File: config.mk
export PLATFORM = sky130hd
export DESIGN_NAME = cla16_adder
export DESIGN_NICKNAME = d
export VERILOG_FILES = /design/src/rtl/cla16_adder.sv
export SDC_FILE = /design/constraint.sdc
export NUM_CORES = 1
export LEC_CHECK = 0
export BUFFER_PORTS_ARGS = -buffer_cell sky130_fd_sc_hd__buf_4
export CAP_MARGIN = 0
export CORE_UTILIZATION = 40
export DETAILED_ROUTE_END_ITERATION = 10
export GPL_TIMING_DRIVEN = 0
export HOLD_SLACK_MARGIN = 0.02
export PLACE_DENSITY = 0.82
export RECOVER_POWER = 25
export SYNTH_ARGS = -nofsm -noshare
export SYNTH_HDL_FRONTEND = slang
export SYNTH_SLANG_ARGS = --single-unit
export TNS_END_PERCENT = 50
File: constraint.sdc
create_clock -name clk -period 3.8 [get_ports clk]
set_input_delay 0.19 -clock clk [delete_from_list [all_inputs] [get_ports clk]]
set_output_delay 0.19 -clock clk [all_outputs]
set_load 0.02 [all_outputs]
File: src/rtl/cla16_adder.sv
// 16-bit adder from GROUP-bit carry-lookahead blocks with ripple carry between groups.
// Optional subtract mode (input port sub) is enabled by defining CLA16_SUB_EN.
module cla16_adder #(
  parameter int WIDTH = 16,
  parameter int GROUP = 4
) (
  input  logic             clk,
  input  logic             rst,
  input  logic             en,
  input  logic             c_in,
`ifdef CLA16_SUB_EN
  input  logic             sub,
`endif
  input  logic [WIDTH-1:0] A,
  input  logic [WIDTH-1:0] B,
  output logic [WIDTH-1:0] Output,
  output logic             c_out,
  output logic             ready
);

  localparam int NGROUPS = WIDTH / GROUP;

  logic [WIDTH-1:0] b_eff;
  logic             c0;

`ifdef CLA16_SUB_EN
  // Subtraction is A + ~B + 1, so the +1 replaces the external carry-in.
  assign b_eff = sub ? ~B : B;
  assign c0    = sub ? 1'b1 : c_in;
`else
  assign b_eff = B;
  assign c0    = c_in;
`endif

  logic [WIDTH-1:0]   g, p, carry, sum;
  logic [NGROUPS:0]   group_c;

  assign g          = A & b_eff;
  assign p          = A ^ b_eff;
  assign group_c[0] = c0;

  // Carry into bit k of a group in flattened lookahead form:
  // c_k = OR_j (g_j & p_{j+1..k-1}) | (c_grp & p_{0..k-1}).
  function automatic logic lookahead_carry(input logic [GROUP-1:0] gg,
                                           input logic [GROUP-1:0] pp,
                                           input logic             cin,
                                           input int               k);
    logic c, prod;
    c = 1'b0;
    for (int j = 0; j < k; j++) begin
      prod = gg[j];
      for (int m = j + 1; m < k; m++) prod = prod & pp[m];
      c = c | prod;
    end
    prod = cin;
    for (int m = 0; m < k; m++) prod = prod & pp[m];
    return c | prod;
  endfunction

  for (genvar gi = 0; gi < NGROUPS; gi++) begin : g_group
    for (genvar k = 0; k < GROUP; k++) begin : g_bit
      assign carry[gi*GROUP+k] = lookahead_carry(g[gi*GROUP +: GROUP], p[gi*GROUP +: GROUP],
                                                 group_c[gi], k);
    end
    assign group_c[gi+1] = lookahead_carry(g[gi*GROUP +: GROUP], p[gi*GROUP +: GROUP],
                                           group_c[gi], GROUP);
  end

  assign sum    = p ^ carry;
  assign Output = en ? sum : '0;
  assign c_out  = en & group_c[NGROUPS];

  always_ff @(posedge clk or posedge rst) begin
    // NOTE: sequential state uses non-blocking assignment so every flop samples pre-edge values.
    if (rst) ready <= 1'b0;
    else     ready <= en;
  end

endmodule

==> key figures, run 1 <==
Floorplanning
  • Initial Util: 42.80%
  • Die width: 45.22 µm
  • Io pins: 54
  • Num rows: 15
  • Die height: 45.22 µm
  • Core area: 1745 µm²
  • Die area: 2044 µm²

Layout
  • # diodes: 0
  • Largest reg by FF count: ready
  • Register area: 25.02 µm²
  • Commonest non-fill, non-tap cell in the layout: buf_4
  • Layout cell share with drive strength beyond 1: 50.60%
  • Finished Cell Area: 1420 µm²
  • Area of the multi-input gates: 744.5 µm²
  • Most frequent cells in the layout: 71 x buf_4, 15 x ha_1, 8 x nand2_1
  • Top Registers: ready: 1 flops
  • NumNets Final: 228
  • Fillers: 123
  • Area grow syn2layout: 90.12%
  • Max reg flops: 1

Logic synthesis
  • Netlist cell types: 21
  • #FFs+latches synth: 1
  • Post-synthesis sequential area ratio: 3.350%
  • Mapped Area: 747.0 µm²
  • Yosys warning count: 0
  • Synthesized Nets: 147
  • Synth Area per Inst: 8.586 µm²
  • Post-synthesis cell count: 87

GRT
  • Vias in the first global route: 912
  • Initial antenna violation count: 0
  • Grt ovf: 0
  • First-pass GRT wire length: 3698 µm
  • Global Route Usage Sum: 23.95%
  • Largest net degree at the start of global routing: 11

Routing
  • Routed WL: 2643 µm
  • Avg Vias per Cell: 5.173
  • DR iter-0 viols: 8
  • Total number of vias: 988
  • Pre-antenna DRT Iters: 4
  • Routed WL per cell: 13.84 µm
  • ANT nets after route: 0
  • Drt drc: 0

STA
  • Final hold violations: 0
  • Final period util: 101.7%
  • Worst setup margin: -66.45 ps
  • Fin. max-slew vios: 0
  • Tmin final: 3866 ps
  • Setup Viol. Count Final: 1
  • Maximum clock frequency: 0.2586 GHz
  • Max transition margin: 70.66%
  • Slew @ Worst Pin: 440.0 ps
  • RSZ-0062 raised after global routing: yes

Setup path
  • Worst EP arrival: 3680 ps
  • Element type at the critical path end: output pin
  • Worst EP required: 3610 ps
  • Startpoint Class: input pin
  • Crit. Startpoint: B[0]
  • WS Path Type: input pin to output pin
  • CP max FO: 2

Power
  • VDD IR max: 0.1103 mV
  • Leakage power: 0.7754 nW
  • Power Density: 187.5 nW/µm²
  • Power after layout: 0.2663 mW

Outcome
  • Violated checks: setup timing
  • Outcome: complete, but fails checks

Placed design
  • Dpl hpwl: 1630 µm
  • IO buf count: 53
  • Area post-placement: 1176 µm²
  • Placer's final routability congestion estimate: 0.6666

Hold path
  • HP Class: input pin to asynchronous set/reset pin

CTS
  • Clock transition at path regs: 0 ps
  • CTS Hold Bufs: 0

Job
  • Maxcap violations: 0
-- timing repair --
| action | CTS | global route |
|---|---|---|
| resized for setup | 2 | 12 |
| pin swaps | 7 | 18 |
| setup buffers | 24 | 3 |
| setup endpoints to repair | 3 | 6 |
-- metal layers --
metal	vias up	share of wire, %	global-route usage (%)
met5	-	0	0
met2	39	54	46.38
met4	0	1.4	6.667
met1	471	39	26.68
li1	474	-	-
met3	4	6.1	3.200
-- worst max-delay path, cell delays in order --
cell,delay (ps)
buf_8,100
ha_4,230
ha_4,150
o211ai_1,200
nand2_1,140
buf_4,160
buf_4,120
buf_4,130
buf_4,130
buf_4,120
buf_4,120
buf_4,120
buf_4,120
buf_4,120
buf_6,110
buf_4,130
buf_4,120
buf_4,120
buf_4,120
buf_4,120
buf_4,120
buf_4,120
buf_4,120
buf_4,120
mux2i_1,150
buf_4,160
-- area by class of cell --
type                            count  area share, %
Multi-Input combinational cell     81          52.42
Timing Repair Buffer               79          42.29
Tap cell                           25          2.203
Sequential cell                     1          1.762
Inverter                            3         0.7930
Buffer                              2         0.5286
-- stage by stage --
| step | setup TNS (ps) | instances | setup WS (ps) | hold WS, ps | utilization, % |
|---|---|---|---|---|---|
| 2_1_floorplan | 0 | 87 | 179.8 | -81.29 | - |
| 3_3_place_gp | -77.65 | 165 | -45.21 | 33.29 | 67.38 |
| 3_5_place_dp | -295.6 | 165 | -120.7 | 40.30 | 67.38 |
| 4_1_cts | 0 | 189 | 19.87 | 40.49 | 77.99 |
| 5_1_grt | -708.5 | 191 | -179.2 | 48.93 | 81.36 |
| 6_report | -66.45 | 191 | -66.45 | 39.85 | 81.36 |
-- path summary, 6_finish.rpt --
path,cells past startpoint,slack (ps),end
max,26,-70,Output[3]
max in group asynchronous,2,3670,ready
min,2,40,ready
min in group clk,1,370,ready
-- synth_stat cells --
cell,instances,area (µm²)
o211ai_1,3,22.52
or3_1,4,25.02
a21oi_1,4,20.02
clkbuf_1,2,7.510
o21ai_0,5,25.02
xor2_1,3,26.28
xnor2_1,1,8.760
a211oi_2,1,12.51
nand2b_1,4,25.02
fa_1,4,80.08
and2_1,7,43.79
a21o_1,3,22.52
nor2b_1,1,6.260
mux2i_1,4,40.04
ha_1,20,250.2
o21a_1,4,30.03
inv_1,3,11.26
o211a_1,1,10.01
dfrtp_1,1,25.02
and3_1,4,25.02
nand2_1,8,30.03
-- cell families after synthesis --
group,synth area share [%]
and+or+nand+nor,20.77
adders and majority gates,44.22
AOI/OAI and AO/OA,19.09
buffers and inverters,2.513
xor gates and xnor gates,4.691
muxes,5.360
DFF,3.350
-- report_power, final --
group          internal [mW]  switching (mW)
clock                      0               0
combinational          0.141           0.114
sequential            0.0114        0.000129
total                  0.152           0.114
Power figures use the tool's default switching activity.
==> inputs of run 2 (changes only) <==
- RECOVER_POWER: 25 -> not set
==> key figures, run 2 (synthesis gave the netlist of run 1 again) <==
Layout
  • # diodes: 0 (unchanged)
  • Most frequent cells in the layout: 75 x buf_4, 15 x ha_1, 8 x nand2_1 (was 71 x buf_4, 15 x ha_1, 8 x nand2_1)
  • Largest reg by FF count: ready (unchanged)
  • Max reg flops: 1 (unchanged)
  • NumNets Final: 228 (unchanged)
  • Layout cell share with drive strength beyond 1: 52.41% (was 50.60%)
  • Commonest non-fill, non-tap cell in the layout: buf_4 (unchanged)
  • Area grow syn2layout: 91.62% (was 90.12%)
  • Top Registers: ready: 1 flops (unchanged)
  • Final core utilization: 82.01% (was 81.36%)

GRT
  • First-pass GRT wire length: 3698 µm (unchanged)
  • Grt ovf: 0 (unchanged)
  • Initial antenna violation count: 0 (unchanged)
  • Global Route Usage Sum: 23.95% (unchanged)
  • Largest net degree at the start of global routing: 11 (unchanged)
  • Vias in the first global route: 912 (unchanged)

Routing
  • Total number of vias: 988 (unchanged)
  • Routed WL: 2641 µm (was 2643 µm)
  • Avg Vias per Cell: 5.173 (unchanged)
  • Routed WL per cell: 13.83 µm (was 13.84 µm)
  • Pre-antenna DRT Iters: 4 (unchanged)
  • Drt drc: 0 (unchanged)
  • ANT nets after route: 0 (unchanged)
  • DR iter-0 viols: 8 (unchanged)

STA
  • Setup Viol. Count Final: 1 (unchanged)
  • RSZ-0062 raised after global routing: yes (unchanged)
  • Worst setup margin: -59.54 ps (was -66.45 ps)
  • Fin. max-slew vios: 0 (unchanged)
  • Slew @ Worst Pin: 443.3 ps (was 440.0 ps)
  • Max transition margin: 70.45% (was 70.66%)
  • Final hold violations: 0 (unchanged)
  • Final period util: 101.6% (was 101.7%)
  • Maximum clock frequency: 0.2591 GHz (was 0.2586 GHz)
  • Tmin final: 3860 ps (was 3866 ps)

Setup path
  • Element type at the critical path end: output pin (unchanged)
  • WS Path Type: input pin to output pin (unchanged)
  • CP most frequent cell: buf_4 (unchanged)
  • Worst EP arrival: 3670 ps (was 3680 ps)
  • Critical-path top delay cell: ha_4 (unchanged)
  • CP bufs+invs: 21 (unchanged)
  • Worst EP required: 3610 ps (about the same)
  • Startpoint Class: input pin (unchanged)
  • Critical path's largest stage delay: 230 ps (about the same)
  • CP max FO: 2 (unchanged)
  • CP delay by family, top: buffers and inverters (unchanged)

Placed design
  • Placer's final routability congestion estimate: 0.6666 (unchanged)
  • IO buf count: 53 (unchanged)
  • Dpl hpwl: 1630 µm (unchanged)
  • Pre-CTS WS: -120.7 ps (unchanged)

Power
  • Leakage power: 0.7868 nW (was 0.7754 nW)
  • VDD IR max: 0.1106 mV (was 0.1103 mV)
  • Power Density: 187.3 nW/µm² (was 187.5 nW/µm²)
  • Power after layout: 0.2681 mW (was 0.2663 mW)

Floorplanning
  • Die area: 2044 µm² (unchanged)
  • Die height: 45.22 µm (unchanged)
  • Num rows: 15 (unchanged)
  • Initial Util: 42.80% (unchanged)
  • Die width: 45.22 µm (unchanged)
  • Io pins: 54 (unchanged)
  • Core area: 1745 µm² (unchanged)

Outcome
  • Violated checks: setup timing (unchanged)
  • Outcome: complete, but fails checks (unchanged)

CTS
  • Clock transition at path regs: 0 ps (about the same)

Job
  • Maxcap violations: 0 (unchanged)

Hold path
  • HP Class: input pin to asynchronous set/reset pin (unchanged)
-- run 2: final cells by class --
class / instances / area, µm²
buffer: 2 / 7.507
fill: 117 / 314.1
inverter: 3 / 11.26
multi-input combinational: 81 / 744.5
sequential: 1 / 25.02
tap: 25 / 31.28
timing repair buffer: 79 / 611.8
-- run 2: report_power, final --
group / total, mW / internal [mW] / switching, mW
logic: 0.257 / 0.143 / 0.114
registers: 0.0115 / 0.0114 / 0.000148
clock network: 0 / 0 / 0
-- run 2: through the flow --
stage               cell area (µm²)  TNS, ps  std cells  hold slack (ps)
global route                   1431   -708.5        191            46.26
global placement               1176   -77.65        165            33.29
floorplan                     747.0        0         87           -81.29
CTS                            1361        0        189            40.49
detailed placement             1176   -295.6        165            40.30
finish                         1431   -59.54        191            39.01
-- run 2: metal layers --
layer	vias up	global-route usage [%]	wire length, µm
li1	474	-	-
met1	469	26.68	1012
met2	41	46.38	1417
met3	4	3.200	172
met4	0	6.667	38
met5	-	0	0
-- run 2: timing repair --
action,in CTS,in global routing
buffers inserted,24,3
hold buffers,0,0
pin swaps,7,18
gates resized for setup,2,12
setup endpoints to repair,3,6
-- run 2: worst max-delay path by stage --
stage | from | endpoint | slack [ps] | cells after the start
finish | B[0] | Output[3] | -60 | 26
global route | B[0] | Output[14] | -180 | 19
CTS | A[0] | Output[15] | 20 | 19
detailed placement | A[0] | Output[15] | -120 | 19
global placement | A[0] | Output[15] | -50 | 19
floorplan | A[0] | Output[15] | 180 | 17
==> inputs of run 3 (changes only) <==
- RECOVER_POWER: not set -> 50
==> key figures, run 3 (synthesis gave the netlist of run 1 again) <==
Layout
  • # diodes: 0 (unchanged)
  • Layout cell share with drive strength beyond 1: 48.19% (was 52.41%)
  • Area grow syn2layout: 88.11% (was 91.62%)
  • Commonest non-fill, non-tap cell in the layout: buf_4 (unchanged)
  • Max reg flops: 1 (unchanged)
  • Top Registers: ready: 1 flops (unchanged)
  • Largest reg by FF count: ready (unchanged)
  • NumNets Final: 228 (unchanged)
  • Most frequent cells in the layout: 67 x buf_4, 15 x ha_1, 9 x clkbuf_1 (was 75 x buf_4, 15 x ha_1, 8 x nand2_1)
  • Finished Cell Area: 1405 µm² (was 1431 µm²)

Routing
  • Routed WL: 2636 µm (was 2641 µm)
  • Total number of vias: 983 (was 988)
  • DR iter-0 viols: 8 (unchanged)
  • ANT nets after route: 0 (unchanged)
  • Drt drc: 0 (unchanged)
  • Avg Vias per Cell: 5.147 (was 5.173)
  • Routed WL per cell: 13.80 µm (was 13.83 µm)
  • Pre-antenna DRT Iters: 4 (unchanged)

Placed design
  • Dpl hpwl: 1630 µm (unchanged)
  • Area post-placement: 1176 µm² (unchanged)
  • Placer's final routability congestion estimate: 0.6666 (unchanged)
  • IO buf count: 53 (unchanged)

Power
  • Leakage power: 0.7597 nW (was 0.7868 nW)
  • Power Density: 186.3 nW/µm² (was 187.3 nW/µm²)
  • VDD IR max: 0.1045 mV (was 0.1106 mV)

Setup path
  • CP most frequent cell: buf_4 (unchanged)
  • WS Path Type: input pin to output pin (unchanged)
  • Startpoint Class: input pin (unchanged)
  • CP max FO: 2 (unchanged)
  • Worst EP arrival: 3670 ps (about the same)
  • Element type at the critical path end: output pin (unchanged)
  • Critical-path top delay cell: ha_4 (unchanged)
  • Critical path's largest stage delay: 230 ps (about the same)
  • Worst EP required: 3610 ps (about the same)

Hold path
  • HP Class: input pin to asynchronous set/reset pin (unchanged)

GRT
  • Initial antenna violation count: 0 (unchanged)
  • First-pass GRT wire length: 3698 µm (unchanged)
  • Global Route Usage Sum: 23.95% (unchanged)
  • Largest net degree at the start of global routing: 11 (unchanged)
  • Vias in the first global route: 912 (unchanged)
  • Grt ovf: 0 (unchanged)

STA
  • Tmin final: 3863 ps (was 3860 ps)
  • Final period util: 101.6% (about the same)
  • RSZ-0062 raised after global routing: yes (unchanged)
  • Worst setup margin: -62.65 ps (was -59.54 ps)
  • Slew @ Worst Pin: 434.5 ps (was 443.3 ps)
  • Max transition margin: 71.03% (was 70.45%)
  • Maximum clock frequency: 0.2589 GHz (was 0.2591 GHz)
  • Setup TNS: -62.65 ps (was -59.54 ps)
  • Setup Viol. Count Final: 1 (unchanged)
  • Fin. max-slew vios: 0 (unchanged)
  • Final hold violations: 0 (unchanged)

Floorplanning
  • Io pins: 54 (unchanged)
  • Die width: 45.22 µm (unchanged)
  • Num rows: 15 (unchanged)
  • Die height: 45.22 µm (unchanged)
  • Die area: 2044 µm² (unchanged)
  • Initial Util: 42.80% (unchanged)
  • Core area: 1745 µm² (unchanged)

CTS
  • Clock transition at path regs: 0 ps (about the same)
  • CTS Hold Bufs: 0 (unchanged)

Outcome
  • Violated checks: setup timing (unchanged)
  • Outcome: complete, but fails checks (unchanged)

Job
  • Maxcap violations: 0 (unchanged)
## run 3: cell count changes in the layout (fill, tap and decap cells not counted)
cell | previous run | this run
buf_4 | 75 | 67
clkbuf_1 | 2 | 9
clkbuf_4 | 0 | 1
## run 3: what timing repair did
item | 4_1_cts | 5_1_grt
pin swaps | 7 | 18
setup endpoints to repair | 3 | 6
setup buffers | 24 | 3
endpoints found under the hold margin | 0 | 0
resized for setup | 2 | 12
## run 3: through the flow
step           setup WS, ps  power, mW  std cells  utilization [%]  hold slack [ps]
5_1_grt              -179.2     0.2813        191            80.50            48.93
2_1_floorplan         179.8     0.1223         87                -           -81.29
3_5_place_dp         -120.7     0.2029        165            67.38            40.30
3_3_place_gp         -45.21     0.1968        165            67.38            33.29
6_report             -62.65     0.2618        191            80.50            41.57
4_1_cts               19.87     0.2460        189            77.99            40.49
## run 3: how the worst max path moves through the flow
| stage | endpoint | slack (ps) | startpoint | cells after the start |
|---|---|---|---|---|
| 6_report | Output[3] | -60 | B[0] | 26 |
| 2_1_floorplan | Output[15] | 180 | A[0] | 17 |
| 4_1_cts | Output[15] | 20 | A[0] | 19 |
| 3_5_place_dp | Output[15] | -120 | A[0] | 19 |
| 3_3_place_gp | Output[15] | -50 | A[0] | 19 |
| 5_1_grt | Output[14] | -180 | B[0] | 19 |
## run 3: final cells by class
cell class                 instances  area (µm²)
buffer                             2       7.507
fill                             130       340.3
inverter                           3       11.26
multi-input combinational         81       744.5
sequential                         1       25.02
tap                               25       31.28
timing repair buffer              79       585.6
## run 3: where the power goes
| part | internal [mW] | switching [mW] |
|---|---|---|
| sequential | 0.0114 | 0.000129 |
| combinational | 0.137 | 0.113 |
| clock | 0 | 0 |
## run 3: metal layers
layer	routed length, µm	GRT usage (%)	vias to the layer above
met5	0	0	-
met4	38	6.667	0
met3	149	3.200	4
met2	1412	46.38	37
met1	1035	26.68	469
li1	-	-	473
## run 3: critical path, delay by kind of cell
family / cells / cell delay, ps
AO/OA/AOI/OAI: 1 / 200
adder cells (fa/ha/maj): 2 / 380
buffers and inverters: 21 / 2600
multiplexers: 1 / 150
AND/OR/NAND/NOR: 1 / 140
